[src/rtl/cnn_pkg.sv]
// Shared definitions for the CNN streaming stages.
//   clog2_min1   : $clog2 that never returns 0, so that 1-entry dimensions
//                  still get a 1-bit counter/port.
//   chw_to_index : linear element index for (channel,row,col) in the
//                  flatten ordering (col fastest, then row, then channel).
//   stream_state_t : state encoding of the element streaming FSMs.
package cnn_pkg;

   localparam int DATA_WIDTH_DEFAULT = 8;

   typedef enum logic [1:0] {
      ST_IDLE   = 2'd0,
      ST_STREAM = 2'd1,
      ST_DONE   = 2'd2
   } stream_state_t;

   function automatic int clog2_min1(input int value);
      return (value <= 1) ? 1 : $clog2(value);
   endfunction

   function automatic int chw_to_index(input int channel, input int row,
                                       input int col, input int width);
      return (channel * width + row) * width + col;
   endfunction

endpackage

[src/rtl/chw_counter.sv]
// Nested channel/row/col wrap counter over a square WIDTH x WIDTH map with
// CHANNELS planes. col advances fastest, then row, then channel.
// Ports:
//   clk, rst  : clock, asynchronous active-high reset (counters -> 0)
//   clear     : synchronous return to (0,0,0); has priority over inc
//   inc       : advance one element
//   channel   : current channel coordinate
//   row, col  : current spatial coordinates
//   last      : current position is the final element of the map
module chw_counter
   import cnn_pkg::*;
#(
   parameter int WIDTH    = 4,
   parameter int CHANNELS = 2,
   parameter int CW       = clog2_min1(CHANNELS),
   parameter int RW       = clog2_min1(WIDTH)
) (
   input  logic          clk,
   input  logic          rst,
   input  logic          clear,
   input  logic          inc,
   output logic [CW-1:0] channel,
   output logic [RW-1:0] row,
   output logic [RW-1:0] col,
   output logic          last
);

   localparam logic [RW-1:0] POS_MAX = RW'(WIDTH - 1);
   localparam logic [CW-1:0] CH_MAX  = CW'(CHANNELS - 1);

   always_ff @(posedge clk or posedge rst) begin
      if (rst) begin
         channel <= '0;
         row     <= '0;
         col     <= '0;
      end else if (clear) begin
         channel <= '0;
         row     <= '0;
         col     <= '0;
      end else if (inc) begin
         if (col == POS_MAX) begin
            col <= '0;
            if (row == POS_MAX) begin
               row     <= '0;
               channel <= (channel == CH_MAX) ? '0 : channel + 1'b1;
            end else begin
               row <= row + 1'b1;
            end
         end else begin
            col <= col + 1'b1;
         end
      end
   end

   assign last = (col == POS_MAX) && (row == POS_MAX) && (channel == CH_MAX);

endmodule

[src/rtl/unflatten_stream.sv]
// Latches a flat vector of IN_CHANNELS x IN_WIDTH x IN_WIDTH elements and
// replays it as one element per valid/ready beat, tagged with coordinates.
// Ports:
//   clk, rst     : clock, asynchronous active-high reset
//   start        : latch in_vector and begin streaming (only honoured in IDLE)
//   in_vector    : flat vector, element i at [i*DATA_WIDTH +: DATA_WIDTH]
//   busy         : high while streaming and during the done cycle
//   done         : one-cycle pulse after the final beat was accepted
//   out_valid    : element available
//   out_ready    : consumer accepts the element
//   out_data     : current element
//   out_channel, out_row, out_col : coordinates of the current element
//   out_last     : current element is the final one of the frame
// Handshake: a beat transfers on a rising edge where out_valid & out_ready.
// While out_valid is high and out_ready low, data/coords/last hold steady.
// out_ready has no combinational path to out_valid.
module unflatten_stream
   import cnn_pkg::*;
#(
   parameter int IN_WIDTH    = 4,
   parameter int IN_CHANNELS = 2,
   parameter int DATA_WIDTH  = DATA_WIDTH_DEFAULT,
   localparam int NUM_ELEMS  = IN_WIDTH * IN_WIDTH * IN_CHANNELS,
   localparam int VEC_WIDTH  = NUM_ELEMS * DATA_WIDTH,
   localparam int CW         = clog2_min1(IN_CHANNELS),
   localparam int RW         = clog2_min1(IN_WIDTH)
) (
   input  logic                  clk,
   input  logic                  rst,
   input  logic                  start,
   input  logic [VEC_WIDTH-1:0]  in_vector,
   output logic                  busy,
   output logic                  done,
   output logic                  out_valid,
   input  logic                  out_ready,
   output logic [DATA_WIDTH-1:0] out_data,
   output logic [CW-1:0]         out_channel,
   output logic [RW-1:0]         out_row,
   output logic [RW-1:0]         out_col,
   output logic                  out_last
);

   localparam int IW = clog2_min1(NUM_ELEMS);

   stream_state_t        state;
   logic [VEC_WIDTH-1:0] vec_q;
   logic [IW-1:0]        idx;
   logic                 beat;
   logic                 cnt_clear;
   logic                 cnt_inc;
   logic                 cnt_last;

   assign beat      = out_valid && out_ready;
   assign cnt_clear = (state == ST_IDLE) && start;
   // Counters hold on the final beat so the coordinates stay at the last
   // element through DONE.
   assign cnt_inc   = (state == ST_STREAM) && beat && !cnt_last;

   chw_counter #(
      .WIDTH    (IN_WIDTH),
      .CHANNELS (IN_CHANNELS),
      .CW       (CW),
      .RW       (RW)
   ) u_chw (
      .clk     (clk),
      .rst     (rst),
      .clear   (cnt_clear),
      .inc     (cnt_inc),
      .channel (out_channel),
      .row     (out_row),
      .col     (out_col),
      .last    (cnt_last)
   );

   always_ff @(posedge clk or posedge rst) begin
      if (rst) begin
         state     <= ST_IDLE;
         vec_q     <= '0;
         idx       <= '0;
         busy      <= 1'b0;
         done      <= 1'b0;
         out_valid <= 1'b0;
      end else begin
         case (state)
            ST_IDLE: begin
               if (start) begin
                  vec_q     <= in_vector;
                  idx       <= '0;
                  busy      <= 1'b1;
                  out_valid <= 1'b1;
                  state     <= ST_STREAM;
               end
            end
            ST_STREAM: begin
               if (beat) begin
                  if (cnt_last) begin
                     out_valid <= 1'b0;
                     done      <= 1'b1;
                     state     <= ST_DONE;
                  end else begin
                     idx <= idx + 1'b1;
                  end
               end
            end
            ST_DONE: begin
               done  <= 1'b0;
               busy  <= 1'b0;
               state <= ST_IDLE;
            end
            default: begin
               done      <= 1'b0;
               busy      <= 1'b0;
               out_valid <= 1'b0;
               state     <= ST_IDLE;
            end
         endcase
      end
   end

   // The linear index runs alongside the coordinates so the element select
   // is a single part-select rather than a multiply of three counters.
   assign out_data = vec_q[int'(idx) * DATA_WIDTH +: DATA_WIDTH];
   assign out_last = out_valid && cnt_last;

endmodule

[config.mk]
export PLATFORM = sky130hd
export DESIGN_NAME = unflatten_stream
export DESIGN_NICKNAME = d
export VERILOG_FILES = /design/src/rtl/cnn_pkg.sv /design/src/rtl/chw_counter.sv /design/src/rtl/unflatten_stream.sv
export SDC_FILE = /design/constraint.sdc
export NUM_CORES = 1
export LEC_CHECK = 0
export BUFFER_PORTS_ARGS = -buffer_cell sky130_fd_sc_hd__buf_2
export CORE_MARGIN = 5
export CORE_UTILIZATION = 54
export CTS_BUF_LIST = sky130_fd_sc_hd__clkbuf_4
export DETAILED_ROUTE_END_ITERATION = 8
export GPL_TIMING_DRIVEN = 1
export MAX_ROUTING_LAYER = met4
export PLACE_DENSITY = 0.91
export RECOVER_POWER = 50
export SLEW_MARGIN = 40
export SYNTH_ARGS = -nofsm -noshare
export SYNTH_HDL_FRONTEND = slang
export SYNTH_SLANG_ARGS = --single-unit
[constraint.sdc]
create_clock -name clk -period 11.9 [get_ports clk]
set_clock_uncertainty 0.2 [all_clocks]
set_input_delay 2.38 -clock clk [delete_from_list [all_inputs] [get_ports clk]]
set_output_delay 2.38 -clock clk [all_outputs]
set_load 0.005 [all_outputs]
After elaboration in Yosys (flattened, before gate mapping):

Index checks and enable logic that the tools add are counted.

* register bits: 271
* input port bits: 260

* bitwise gates (word level): 3
* $add $sub $neg: 4
* multiplexer cells: 28
* eq/ne operators: 8
* reductions and logical operators: 21
* shift-type cells: 1

Operators by type and width (number)
* $shiftx A256 B9 Y8: 1
* $mux W2: 10
* $mux W5: 3
* $mux W1: 10
* $pmux W5 S2: 1
* $reduce_and A3 Y1: 3
* $ne A2 B2 Y1 const B: 4
* $reduce_and A4 Y1: 2
* $reduce_bool A2 Y1: 4
* $logic_and A1 B1 Y1: 7
* $eq A2 B2 Y1 const B: 3
* $reduce_and A2 Y1: 3
* $add A5 B1 Y5 const B: 1
* $add A2 B1 Y2 const B: 2
* $pmux W1 S2: 2
* $pmux W2 S2: 1
* $not A1 Y1: 3
* $pmux W1 S3: 1
* $eq A2 B1 Y1 const B: 1
* $logic_not A2 Y1: 1
* $add A1 B1 Y1 const B: 1
* $logic_not A1 Y1: 1

Longest topological paths before layout:

Gate-level depths: netlist of the first run.

* word-level depth: 7
* mapped depth: 8
* depth with buffers taken out: 5

Cells and area by module:

From an unflattened synthesis of the first run, not the netlist that was laid out.

* cells, all modules: 787
* area total of the unflattened synthesis: 12284.3 µm²

By module, submodules not included
* unflatten_stream: area each 12006.5 µm², cells each 762, sequential area each 6656.4 µm², instances 1
* chw_counter: area each 277.8 µm², cells each 25, sequential area each 125.1 µm², instances 1

Least setup slack after synthesis of the first run:

OpenSTA, ideal clock, no wires.

* path kind: register -> output
* from: reg idx[0]
* to: out out_data[1]
* setup slack: 7649 ps
* path buffers: 1
* stages on the path, launching flop included: 6
* arrival time: 1671 ps
* path through: dfrtp_1 -> buf_6 -> mux4_2 -> a22o_1 -> a2111oi_2 -> a21oi_1

* word-level cells in the longest chain between the ends: 1

RTL lines
* start, declared: RTL line unflatten_stream.sv:47 `logic [IW-1:0] idx;`
* start signal, assigned: RTL line unflatten_stream.sv:101 `idx <= idx + 1'b1;`
* $shiftx A256 B9 Y8: RTL line unflatten_stream.sv:122 `assign out_data = vec_q[int'(idx) * DATA_WIDTH +: DATA_WIDTH];`
* end, declared: RTL line unflatten_stream.sv:36 `output logic [DATA_WIDTH-1:0] out_data,`

Every way passes these cells.

Worst setup path in the final report of the first run:

* from: in start
* to: reg idx[3]

* word-level cells in the longest chain between the ends: 2

RTL lines
* start, declared: RTL line unflatten_stream.sv:30 `input logic start,`
* $ne A2 B2 Y1 (no source line)
* $reduce_and A4 Y1 (no source line)

Every way passes these cells.
A chain may end at the register's enable or synchronous reset.

==> impl_results.md, run 1 <==
- Via density: around 5.6
- Final Hold Fails: 0
- WP data arrival: approximately 8 ns
- Post-route antenna net violation count: 0
- Via count: 10840
- Die area: 0.02595 mm2
- Failing checks: max-capacitance violations, max-slew violations
- Power Internal: about 2000 uW
- GPL Wtd Cong: just over 0.9
- Netlist cell types: a little over 40
- Max-Slew Margin vs Limit: -312.1%
- Clk slew on worst S/H paths: roughly 0.06 ns
- Post-Route WL: approximately 37 mm
- CTS Buf Count: between 70 and 80
- Post-Synthesis Cells: 1326
- Clk pwr share: a little over a quarter
- Initial Util: roughly 55%
- Core Box Area: ~0.023 mm2
- Vias in the first global route: roughly 11000
- Synthesized Nets: between 1500 and 2000
- Most frequent cells in the layout: 779 x nand2_1, 273 x buf_2, 269 x dfrtp_1
- DIE WIDTH: 161.1 um
- Mapped Avg Cell Area: 9.296 um2
- Design area: ~0.015 mm2
- P&R area growth vs syn: 18.67%
- Post-CTS Setup Bufs: 0
- Clock Sink Count: 271
- DRT iter0 DRCs: 1242
- Final Core Density: about two thirds
- Switching pwr: a little over 1000 uW
- Setup_tns: 0 ns
- Worst-margin pin slew: a little over 6 ns
- Worst Setup End Kind: flip-flop
- Area after DPL: around 0.014 mm2
- Fraction of the cycle the final worst path needs: approximately 63%
- First-pass GRT wire length: roughly 57 mm
- Commonest non-fill, non-tap cell in the layout: nand2_1
- Port buffer count: 276
- Synth Register Bits: about 270
- Critical path data required time: 12.27 ns
- Sequential power share: between 40% and 50%
- Worst min-delay path category: reg2reg
- Post-cts sizing count: 0
- Unrepaired setup endpoints after global routing: no
- Nets: between 1500 and 2000
- Fmax: between 100 and 150 MHz
- Remaining DRCs: 0
- Ports: about 280
- Pwr per Cell Area: 209.0 mW/mm2
- Grt ovf: 0
- Startpoint Class: primary input
- Clock latency on the worst-skew pair: approximately 0.65 ns
- Die Ht: around 160 um
- VDD IR max: between 0.0001 and 0.00015 V
- Max Cap Viol: 4
- Status: complete, but fails checks
- Static leakage: just under 0.008 uW
- Synthesis warning total: 0
- CP max FO: roughly 150
- Initial antenna violation count: 4
- Max Slew Vio Count: 296
- Sw frac: about 34%
- Largest net degree at the start of global routing: 250
- DR pass1 iterations: 6
- Root buffer cell: clkbuf_4
- Final setup viols: 0
- Post-detailed-placement half-perimeter wirelength: 25.73 mm
- Crit Path Category: in2reg
- Clk buf depth: 3
- Hold-fix buffers, CTS: 0
- H-tree Lvls: 3
- Post-Syn Area: between 0.01 and 0.015 mm2
- Comb pwr share: 27.8%
- Seq/Total Area, Yosys: a little under three fifths
- Layout cell share with drive strength beyond 1: 27.50%
- WL/cell: between 15 and 20 um
- Num rows: 55
- CTS tree: done
- Final min period: between 7 and 8 ns
- All-Layer GR Usage: between 20 and 30%
## power groups by stage
stage | Combinational (uW) | Clock [uW] | Sequential [uW]
6_report | 851 | 795 | 1410
5_1_grt | 934 | 861 | 1430
4_1_cts | 850 | 808 | 1400
3_5_place_dp | 844 | 0 | 1410
3_3_place_gp | 800 | 0 | 1400
2_1_floorplan | 682 | 0 | 1280
## final timing paths
path                               start         end  slack (ns)  cells past startpoint
min in group asynchronous            rst  vec_q[148]        3.45                      2
worst max-delay path               start      idx[3]        4.41                      7
worst min-delay path            vec_q[9]    vec_q[9]        0.27                      2
worst min register to register  vec_q[9]    vec_q[9]        0.27                      2
worst max register to register  state[0]      idx[3]        5.76                      6
max in group asynchronous            rst      idx[0]        4.55                      3
## registers in the layout, summed over array words and instances, names as in the netlist
name           count
busy               1
out_valid          1
idx                5
u_chw.col          2
state              2
vec_q            256
done               1
u_chw.row          2
u_chw.channel      1
## worst max-delay path: stages
cell	delay [ns]
clkbuf_1	0.13
nor3b_1	1.23
clkbuf_1	2.97
buf_16	0.39
a21oi_2	0.18
or3_1	0.39
a21oi_1	0.16
## synthesized netlist by cell type, drive strengths merged
cell       n  area, um2
nand3      8      40.04
nand4b     1      8.760
or2        1      6.260
nor2       4      15.01
mux4      47       1059
and3       1      6.260
o21ai      5      25.02
mux2i     35      350.3
nand3b     2      15.01
nor4       2      12.51
nor3       2      10.01
o221ai     8      70.07
buf       46      294.0
o41ai      1      8.760
and4b      1      10.01
and2       1      6.260
a31oi      2      12.51
or3        2      12.51
a21oi     21      108.9
a2bb2oi    1      8.760
clkbuf    38      142.6
a2111oi    7      100.1
inv        4      15.01
a31o       1      8.760
a22oi      9      67.56
nor3b      2      15.01
nor2b      3      18.77
nand2    779       2924
ha         3      37.54
o22ai      7      43.79
a22o       7      61.31
and3b      1      8.760
o31ai      1      7.510
dfrtp    271       6782
a21o       2      15.01
## metrics by stage
step                      hold slack [ns]  cells  worst slack [ns]  total power [uW]
after floorplan                    0.2403   1326             1.853              1964
after CTS                          0.2747   1924             5.746              3059
after global placement             0.2530   1809             6.559              2201
after detailed placement           0.2594   1811             6.506              2255
final                              0.2727   1929             4.405              3058
after global routing               0.2888   1929             3.368              3228
## area by class of cell
cell class | count | area [um2]
antenna | 4 | 10.01
clock buffer | 107 | 803.3
clock inverter | 6 | 48.80
fill | 1769 | 7944
inverter | 4 | 16.27
multi-input combinational | 967 | 5101
sequential | 271 | 6789
tap | 285 | 356.6
timing repair buffer | 285 | 1503
## logic make-up after synthesis
logic type                 synth area share [%]
and+or+nand+nor                           25.22
DFF                                       55.01
buffers and inverters                     3.664
muxes                                     11.43
AOI/OAI and AO/OA                         4.365
adders and majority gates                0.3045
## routing by layer
layer	vias up	global-route usage [%]	share of wire, %
li1	4874	-	-
met1	5181	35.37	39
met2	629	43.32	47
met3	157	6.915	8.5
met4	0	17.56	6.2
met5	-	-	0
Power figures use the tool's default switching activity.
==> run 2, diff against run 1 <==
Settings changed: ABC_AREA set to 1, PLACE_DENSITY 0.91 to 0.9.
Clock period 11.9 ns to 7.07 ns, I/O delays scaled along.
==> impl_results.md, run 2 <==
- Async set-reset flop share out of synthesis: 100.0% (unchanged)
- Design area: 0.01525 mm2 (was 0.01463 mm2)
- Post-Synthesis Cells: 1753 (was 1326)
- Post-detailed-placement half-perimeter wirelength: 26.54 mm (was 25.73 mm)
- WP data arrival: 3.71 ns (was 7.87 ns)
- Via density: 5.252 (was 5.620)
- Main synth FF type: dfrtp_1 (unchanged)
- Post-placement cell count: 2257 (was 1811)
- Worst r2r src: state[1] (was state[0])
- Clock latency on the worst-skew pair: 0.67 ns (was 0.65 ns)
- Worst setup margin: 1.747 ns (was 4.405 ns)
- Clock Sink Count: 271 (unchanged)
- Nets: 2273 (was 1863)
- Total power: 6452 uW (was 3058 uW)
- Largest regs: vec_q (256), idx (5) (unchanged)
- Clk slew on worst S/H paths: 0.06 ns (about the same)
- R2R Path End: vec_q[235] (was idx[3])
- Top-count cell post-synth: nand2_1 (unchanged)
- R2r worst-path depth: 7 (was 6)
- Netlist cell types: 25 (was 41)
- Num rows: 57 (was 55)
- Initial antenna violation count: 1 (was 4)
- Most frequent cells in the layout: 732 x nand2_1, 276 x buf_2, 269 x dfrtp_1 (was 779 x nand2_1, 273 x buf_2, 269 x dfrtp_1)
- Synthesis warning total: 0 (unchanged)
- Worst min-delay path category: reg2reg (unchanged)
- CTS Buf Count: 73 (was 71)
- GPL Wtd Cong: 0.9356 (was 0.9215)
- Fraction of the cycle the final worst path needs: between 70% and 80%
- Failing checks: max-capacitance violations, max-slew violations (unchanged)
- Post-Route WL: 38.44 mm (was 36.60 mm)
- Pwr per Cell Area: 423.2 mW/mm2 (was 209.0 mW/mm2)
- Setup crit end: out_data[0] (was idx[3])
- Post-cts sizing count: 0 (unchanged)
- Hold-fix buffers, CTS: 0 (unchanged)
- Largest area contributor in the netlist: dfrtp_1 (unchanged)
- Mapped Avg Cell Area: 7.497 um2 (was 9.296 um2)
- Die Ht: 166.0 um (was 161.1 um)
- DR pass1 iterations: 8 (was 6)
- Fin cells: 2374 (was 1929)
- Unrepaired setup endpoints after global routing: no (unchanged)
- VDD IR max: 0.0002682 V (was 0.0001069 V)
- Clk buf depth: 3 (unchanged)
- Post-route antenna net violation count: 0 (unchanged)
- Post-CTS Setup Bufs: 0 (unchanged)
- H-tree Lvls: 3 (unchanged)
- Die area: 0.02756 mm2 (was 0.02595 mm2)
- Ports: 277 (unchanged)
- Area after DPL: 0.01444 mm2 (was 0.01378 mm2)
- Layout cell share with drive strength beyond 1: 19.77% (was 27.50%)
- All-Layer GR Usage: 28.38% (was 28.73%)
- Max-Slew Margin vs Limit: -134.4% (was -312.1%)
- Final setup viols: 0 (unchanged)
- Critical path data required time: 5.46 ns (was 12.27 ns)
- Port buffer count: 276 (unchanged)
- Worst Setup End Kind: output pin (was flip-flop)
- Synth area leaders: dfrtp_1 52%, nand2_1 21%, nand3_1 6.7% (was dfrtp_1 55%, nand2_1 24%, mux4_2 8.6%)
- Post-Syn Area: 0.01314 mm2 (was 0.01233 mm2)
- Fmax: between 150 and 200 MHz
- Largest Register: vec_q (unchanged)
- Grt ovf: 0 (unchanged)
- Seq/Total Area, Yosys: 51.60% (was 55.01%)
- Root buffer cell: clkbuf_4 (unchanged)
- Initial Util: 54.36% (was 54.61%)
- CTS tree: done (unchanged)
- Crit path launch: idx[2] (was start)
- Core Box Area: 0.02418 mm2 (was 0.02257 mm2)
- Final min period: roughly 5.3 ns
- CP max FO: 20 (was 147)
- DRT iter0 DRCs: 1437 (was 1242)
- Vias in the first global route: 12450 (was 11170)
- Synthesized Nets: 2016 (was 1589)
- Setup_tns: 0 ns (unchanged)
- Crit Path Category: reg2out (was in2reg)
- Worst reg2reg setup slack: 2.14 ns (was 5.76 ns)
- Synth top area share: 51.60% (was 55.01%)
- DIE WIDTH: 166.0 um (was 161.1 um)
- Startpoint Class: flip-flop (was primary input)
- Number of flip-flops in the largest register: 256 (unchanged)
- Post-synth EDFFs: 0 (unchanged)
- Filler cell count: 2068 (was 1769)
- WL/cell: 16.19 um (was 18.97 um)
- Most instantiated cells after synthesis: 732 x nand2_1, 271 x dfrtp_1, 189 x inv_1, 177 x nand3_1, 176 x o21ai_0 (was 779 x nand2_1, 271 x dfrtp_1, 47 x mux4_2, 38 x clkbuf_1, 35 x mux2i_1)
- Final Hold Fails: 0 (unchanged)
- Commonest non-fill, non-tap cell in the layout: nand2_1 (unchanged)
- Via count: 12470 (was 10840)
- Remaining DRCs: 0 (unchanged)
- Status: complete, but fails checks (unchanged)
- DP Worst Slack: 2.539 ns (was 6.506 ns)
- Static leakage: 0.008137 uW (was 0.007930 uW)
- Max Slew Vio Count: 503 (was 296)
- Max Cap Viol: 4 (unchanged)
- P&R area growth vs syn: 16.01% (was 18.67%)
- Synth Register Bits: 271 (unchanged)
- Largest net degree at the start of global routing: 220 (was 250)
- First-pass GRT wire length: 62.01 mm (was 57.24 mm)
- Worst-margin pin slew: 3.516 ns (was 6.148 ns)
-- run 2: changes by cell type after synthesis, moves of 9 or more --
| cell | before | now |
|---|---|---|
| inv_1 | 4 | 189 |
| o21ai_0 | 5 | 176 |
| nand3_1 | 8 | 177 |
| nor2_1 | 4 | 52 |
| mux4_2 | 47 | 0 |
| nand2_1 | 779 | 732 |
| mux2i_1 | 35 | 0 |
| clkbuf_1 | 38 | 6 |
| buf_2 | 33 | 62 |
| buf_4 | 3 | 31 |
| a22oi_1 | 9 | 0 |
-- run 2: area by class of cell --
class	count	area [um2]	share of cell area, %
sequential	271	6787	44.51
timing repair buffer	288	1499	9.831
clock inverter	8	31.28	0.2052
inverter	197	744.5	4.883
antenna	1	2.502	0.01641
tap	324	405.4	2.659
multi-input combinational	1179	4982	32.68
clock buffer	106	795.8	5.219
-- run 2: critical path: stages, from the launching register on --
cell	delay, ns
dfrtp_1	0.90
clkinv_1	0.79
nand2_1	0.70
a21oi_1	0.19
nor2_1	0.14
nand2_1	0.06
nand2_1	0.06
inv_1	0.07
buf_2	0.13
-- run 2: how the worst min path moves through the flow --
| stage | cells after the start | startpoint | slack, ns | to |
|---|---|---|---|---|
| 2_1_floorplan | 2 | vec_q[104] | 0.24 | vec_q[104] |
| 3_3_place_gp | 2 | vec_q[111] | 0.25 | vec_q[111] |
| 3_5_place_dp | 2 | vec_q[126] | 0.26 | vec_q[126] |
| 4_1_cts | 2 | vec_q[124] | 0.27 | vec_q[124] |
| 5_1_grt | 2 | vec_q[114] | 0.28 | vec_q[114] |
| 6_report | 2 | vec_q[241] | 0.27 | vec_q[241] |
-- run 2: per-stage QoR --
step	utilization (%)	hold WS, ns
detailed placement	59.72	0.2580
global placement	59.59	0.2532
global route	63.06	0.2817
floorplan	-	0.2417
CTS	63.14	0.2730
finish	63.06	0.2692
-- run 2: logic make-up (layout without fill, tap and decap cells) --
| group | after synthesis | after routing | share of synthesized area (%) |
|---|---|---|---|
| xor+xnor | 1 | 1 | 0.06665 |
| simple gates | 969 | 969 | 29.54 |
| buf+inv | 303 | 599 | 10.47 |
| other cells | 0 | 1 | 0 |
| compound gates | 206 | 206 | 8.035 |
| fa+ha+maj | 3 | 3 | 0.2856 |
| flops | 271 | 271 | 51.60 |
-- run 2: where the power goes --
group / leakage (uW) / total [uW] / internal, uW / switching (uW)
Sequential: 0.00336 / 2650 / 2270 / 377
Combinational: 0.00427 / 2510 / 864 / 1650
Clock: 0.000511 / 1300 / 677 / 619
-- run 2: per-layer routing --
layer	wire length (um)	global-route usage, %	vias up
met4	1481	12.34	0
met2	17750	42.58	615
li1	-	-	5964
met3	3310	6.284	99
met1	15910	37.47	5790
met5	0	-	-
==> run 3, diff against run 2 <==
Settings changed: ABC_AREA 1 to 0, PLACE_DENSITY 0.9 to 0.91.
Clock period 7.07 ns to 5.1 ns, I/O delays scaled along.
==> impl_results.md, run 3 (synthesized netlist as in run 1, its figures left out) <==
- Status: complete, but fails checks (unchanged)
- Failing checks: max-capacitance violations, max-slew violations (unchanged)
- P&R area growth vs syn: 18.27% (was 16.01%)
- Worst min-delay path category: in2async (was reg2reg)
- VDD IR max: 0.0002420 V (was 0.0002682 V)
- Critical path data required time: 3.88 ns (was 5.46 ns)
- Max Slew Vio Count: 507 (was 503)
- Initial antenna violation count: 3 (was 1)
- Fmax: 215.2 MHz
- Post-Route WL: 36.35 mm (was 38.44 mm)
- Comb pwr share: 28.2% (was 38.9%)
- CP max FO: 44 (was 20)
- WP data arrival: 3.43 ns (was 3.71 ns)
- Die area: 0.02595 mm2 (was 0.02756 mm2)
- Switching pwr: 2422 uW (was 2641 uW)
- Num rows: 55 (was 57)
- Hold-fix buffers, CTS: 0 (unchanged)
- Post-cts sizing count: 0 (unchanged)
- Grt ovf: 0 (unchanged)
- Post-detailed-placement half-perimeter wirelength: 26.09 mm (was 26.54 mm)
- Area after DPL: 0.01383 mm2 (was 0.01444 mm2)
- CTS tree: done (unchanged)
- Sequential power share: 46.2% (was 41.0%)
- Clk buf depth: 3 (unchanged)
- DIE WIDTH: 161.1 um (was 166.0 um)
- Top delay family on crit path: flip-flops (was buffers and inverters)
- Crit-path max cell delay: 0.88 ns (was 0.90 ns)
- Startpoint Class: flip-flop (unchanged)
- Final setup viols: 0 (unchanged)
- Filler cell count: 1790 (was 2068)
- Worst setup margin: 0.4533 ns (was 1.747 ns)
- Final min period: approximately 4.6 ns
- Total power: 7066 uW (was 6452 uW)
- Final Hold Fails: 0 (unchanged)
- Post-CTS Setup Bufs: 0 (unchanged)
- Largest Register: vec_q (unchanged)
- Static leakage: 0.007930 uW (was 0.008137 uW)
- Commonest non-fill, non-tap cell in the layout: nand2_1 (unchanged)
- Power Internal: 4644 uW (was 3811 uW)
- Layout cell share with drive strength beyond 1: 27.53% (was 19.77%)
- CTS Buf Count: 72 (was 73)
- Via density: 5.559 (was 5.252)
- Fin cells: 1938 (was 2374)
- Crit path max-delay cell type: dfrtp_4 (was dfrtp_1)
- Core Box Area: 0.02257 mm2 (was 0.02418 mm2)
- Clk pwr share: 25.6% (was 20.1%)
- Largest regs: vec_q (256), idx (5) (unchanged)
- Sw frac: 34.28% (was 40.93%)
- Number of flip-flops in the largest register: 256 (unchanged)
- DRT iter0 DRCs: 1102 (was 1437)
- First-pass GRT wire length: 57.53 mm (was 62.01 mm)
- CP cell instances: buf_4 > mux4_2 > a22oi_1 > a21oi_1 > buf_2 (was clkinv_1 > nand2_1 > a21oi_1 > nor2_1 > nand2_1 > nand2_1 > inv_1 > buf_2)
- WL/cell: 18.75 um (was 16.19 um)
- Initial Util: 54.61% (was 54.36%)
- Vias in the first global route: 11130 (was 12450)
- Ports: 277 (unchanged)
- DR pass1 iterations: 7 (was 8)
- All-Layer GR Usage: 28.82% (was 28.38%)
- Remaining DRCs: 0 (unchanged)
- Root buffer cell: clkbuf_4 (unchanged)
- GPL Wtd Cong: 0.9421 (was 0.9356)
- Clock latency on the worst-skew pair: 0.65 ns (was 0.67 ns)
- Max Cap Viol: 6 (was 4)
- Post-route antenna net violation count: 0 (unchanged)
- H-tree Lvls: 3 (unchanged)
- Pwr per Cell Area: 484.6 mW/mm2 (was 423.2 mW/mm2)
- Setup_tns: 0 ns (unchanged)
- Clk slew on worst S/H paths: 0.06 ns (about the same)
- Max-Slew Margin vs Limit: -114.9% (was -134.4%)
- Nets: 1870 (was 2273)
- Fraction of the cycle the final worst path needs: 91.11%
- Most frequent cells in the layout: 779 x nand2_1, 276 x buf_2, 269 x dfrtp_1 (was 732 x nand2_1, 276 x buf_2, 269 x dfrtp_1)
- Worst Path Buf+Inv: 2 (was 3)
- Post-placement cell count: 1818 (was 2257)
- Design area: 0.01458 mm2 (was 0.01525 mm2)
- Worst Setup End Kind: output pin (unchanged)
- Die Ht: 161.1 um (was 166.0 um)
- Worst-margin pin slew: 3.223 ns (was 3.516 ns)
- Unrepaired setup endpoints after global routing: no (unchanged)
- Largest net degree at the start of global routing: 165 (was 220)
- DP Worst Slack: 1.087 ns (was 2.539 ns)
- Crit Path Category: reg2out (unchanged)
- Via count: 10770 (was 12470)
- Port buffer count: 276 (unchanged)
- Clock Sink Count: 271 (unchanged)
==> run 3: changes by cell type in the layout (fill, tap and decap cells not counted), moves of 8 or more <==
cell	change
inv_1	-185
o21ai_0	-173
nand3_1	-169
nor2_1	-49
mux4_2	+47
nand2_1	+47
mux2i_1	+35
a22oi_1	+9
o211ai_1	-8
o221ai_1	+8
==> run 3: path summary, 6_finish.rpt <==
kind | slack, ns | from | endpoint | cells past startpoint
setup / recovery | 0.45 | idx[0] | out_data[1] | 5
hold / removal | 0.22 | rst | vec_q[135] | 2
setup reg to reg | 0.82 | state[0] | idx[2] | 5
hold reg to reg | 0.28 | vec_q[22] | vec_q[22] | 2
max in group asynchronous | 1.02 | rst | vec_q[155] | 3
min in group clk | 0.28 | vec_q[22] | vec_q[22] | 2
==> run 3: stage by stage <==
stage,hold WS [ns],utilization [%]
finish,0.2204,64.59
global route,0.2658,64.58
CTS,0.1530,64.92
detailed placement,0.2574,61.26
global placement,0.2543,61.13
floorplan,0.2403,-
==> run 3: metal layers <==
layer | vias to the layer above | part of all wire, % | global-route usage [%]
li1 | 4892 | - | -
met1 | 5102 | 39 | 36.86
met2 | 638 | 46 | 42.34
met3 | 142 | 8.5 | 6.736
met4 | 0 | 6.1 | 17.14
met5 | - | 0 | -
==> run 3: final cells by class <==
cell class | count | area [um2] | share of cell area, %
diodes | 4 | 10.01 | 0.06866
clock buffers | 103 | 773.2 | 5.304
clock inverters | 13 | 52.55 | 0.3605
inverters | 4 | 16.27 | 0.1116
multi-input cells | 967 | 5096 | 34.96
flip-flops and latches | 271 | 6787 | 46.55
well taps | 285 | 356.6 | 2.446
repair buffers | 291 | 1488 | 10.20
==> run 3: power groups by stage <==
| stage | combinational (uW) | clock (uW) | sequential [uW] |
|---|---|---|---|
| 3_5_place_dp | 1990 | 0 | 3260 |
| 4_1_cts | 2000 | 1830 | 3240 |
| 2_1_floorplan | 1590 | 0 | 2990 |
| 6_report | 1990 | 1810 | 3270 |
| 5_1_grt | 2200 | 1960 | 3320 |
| 3_3_place_gp | 1880 | 0 | 3250 |
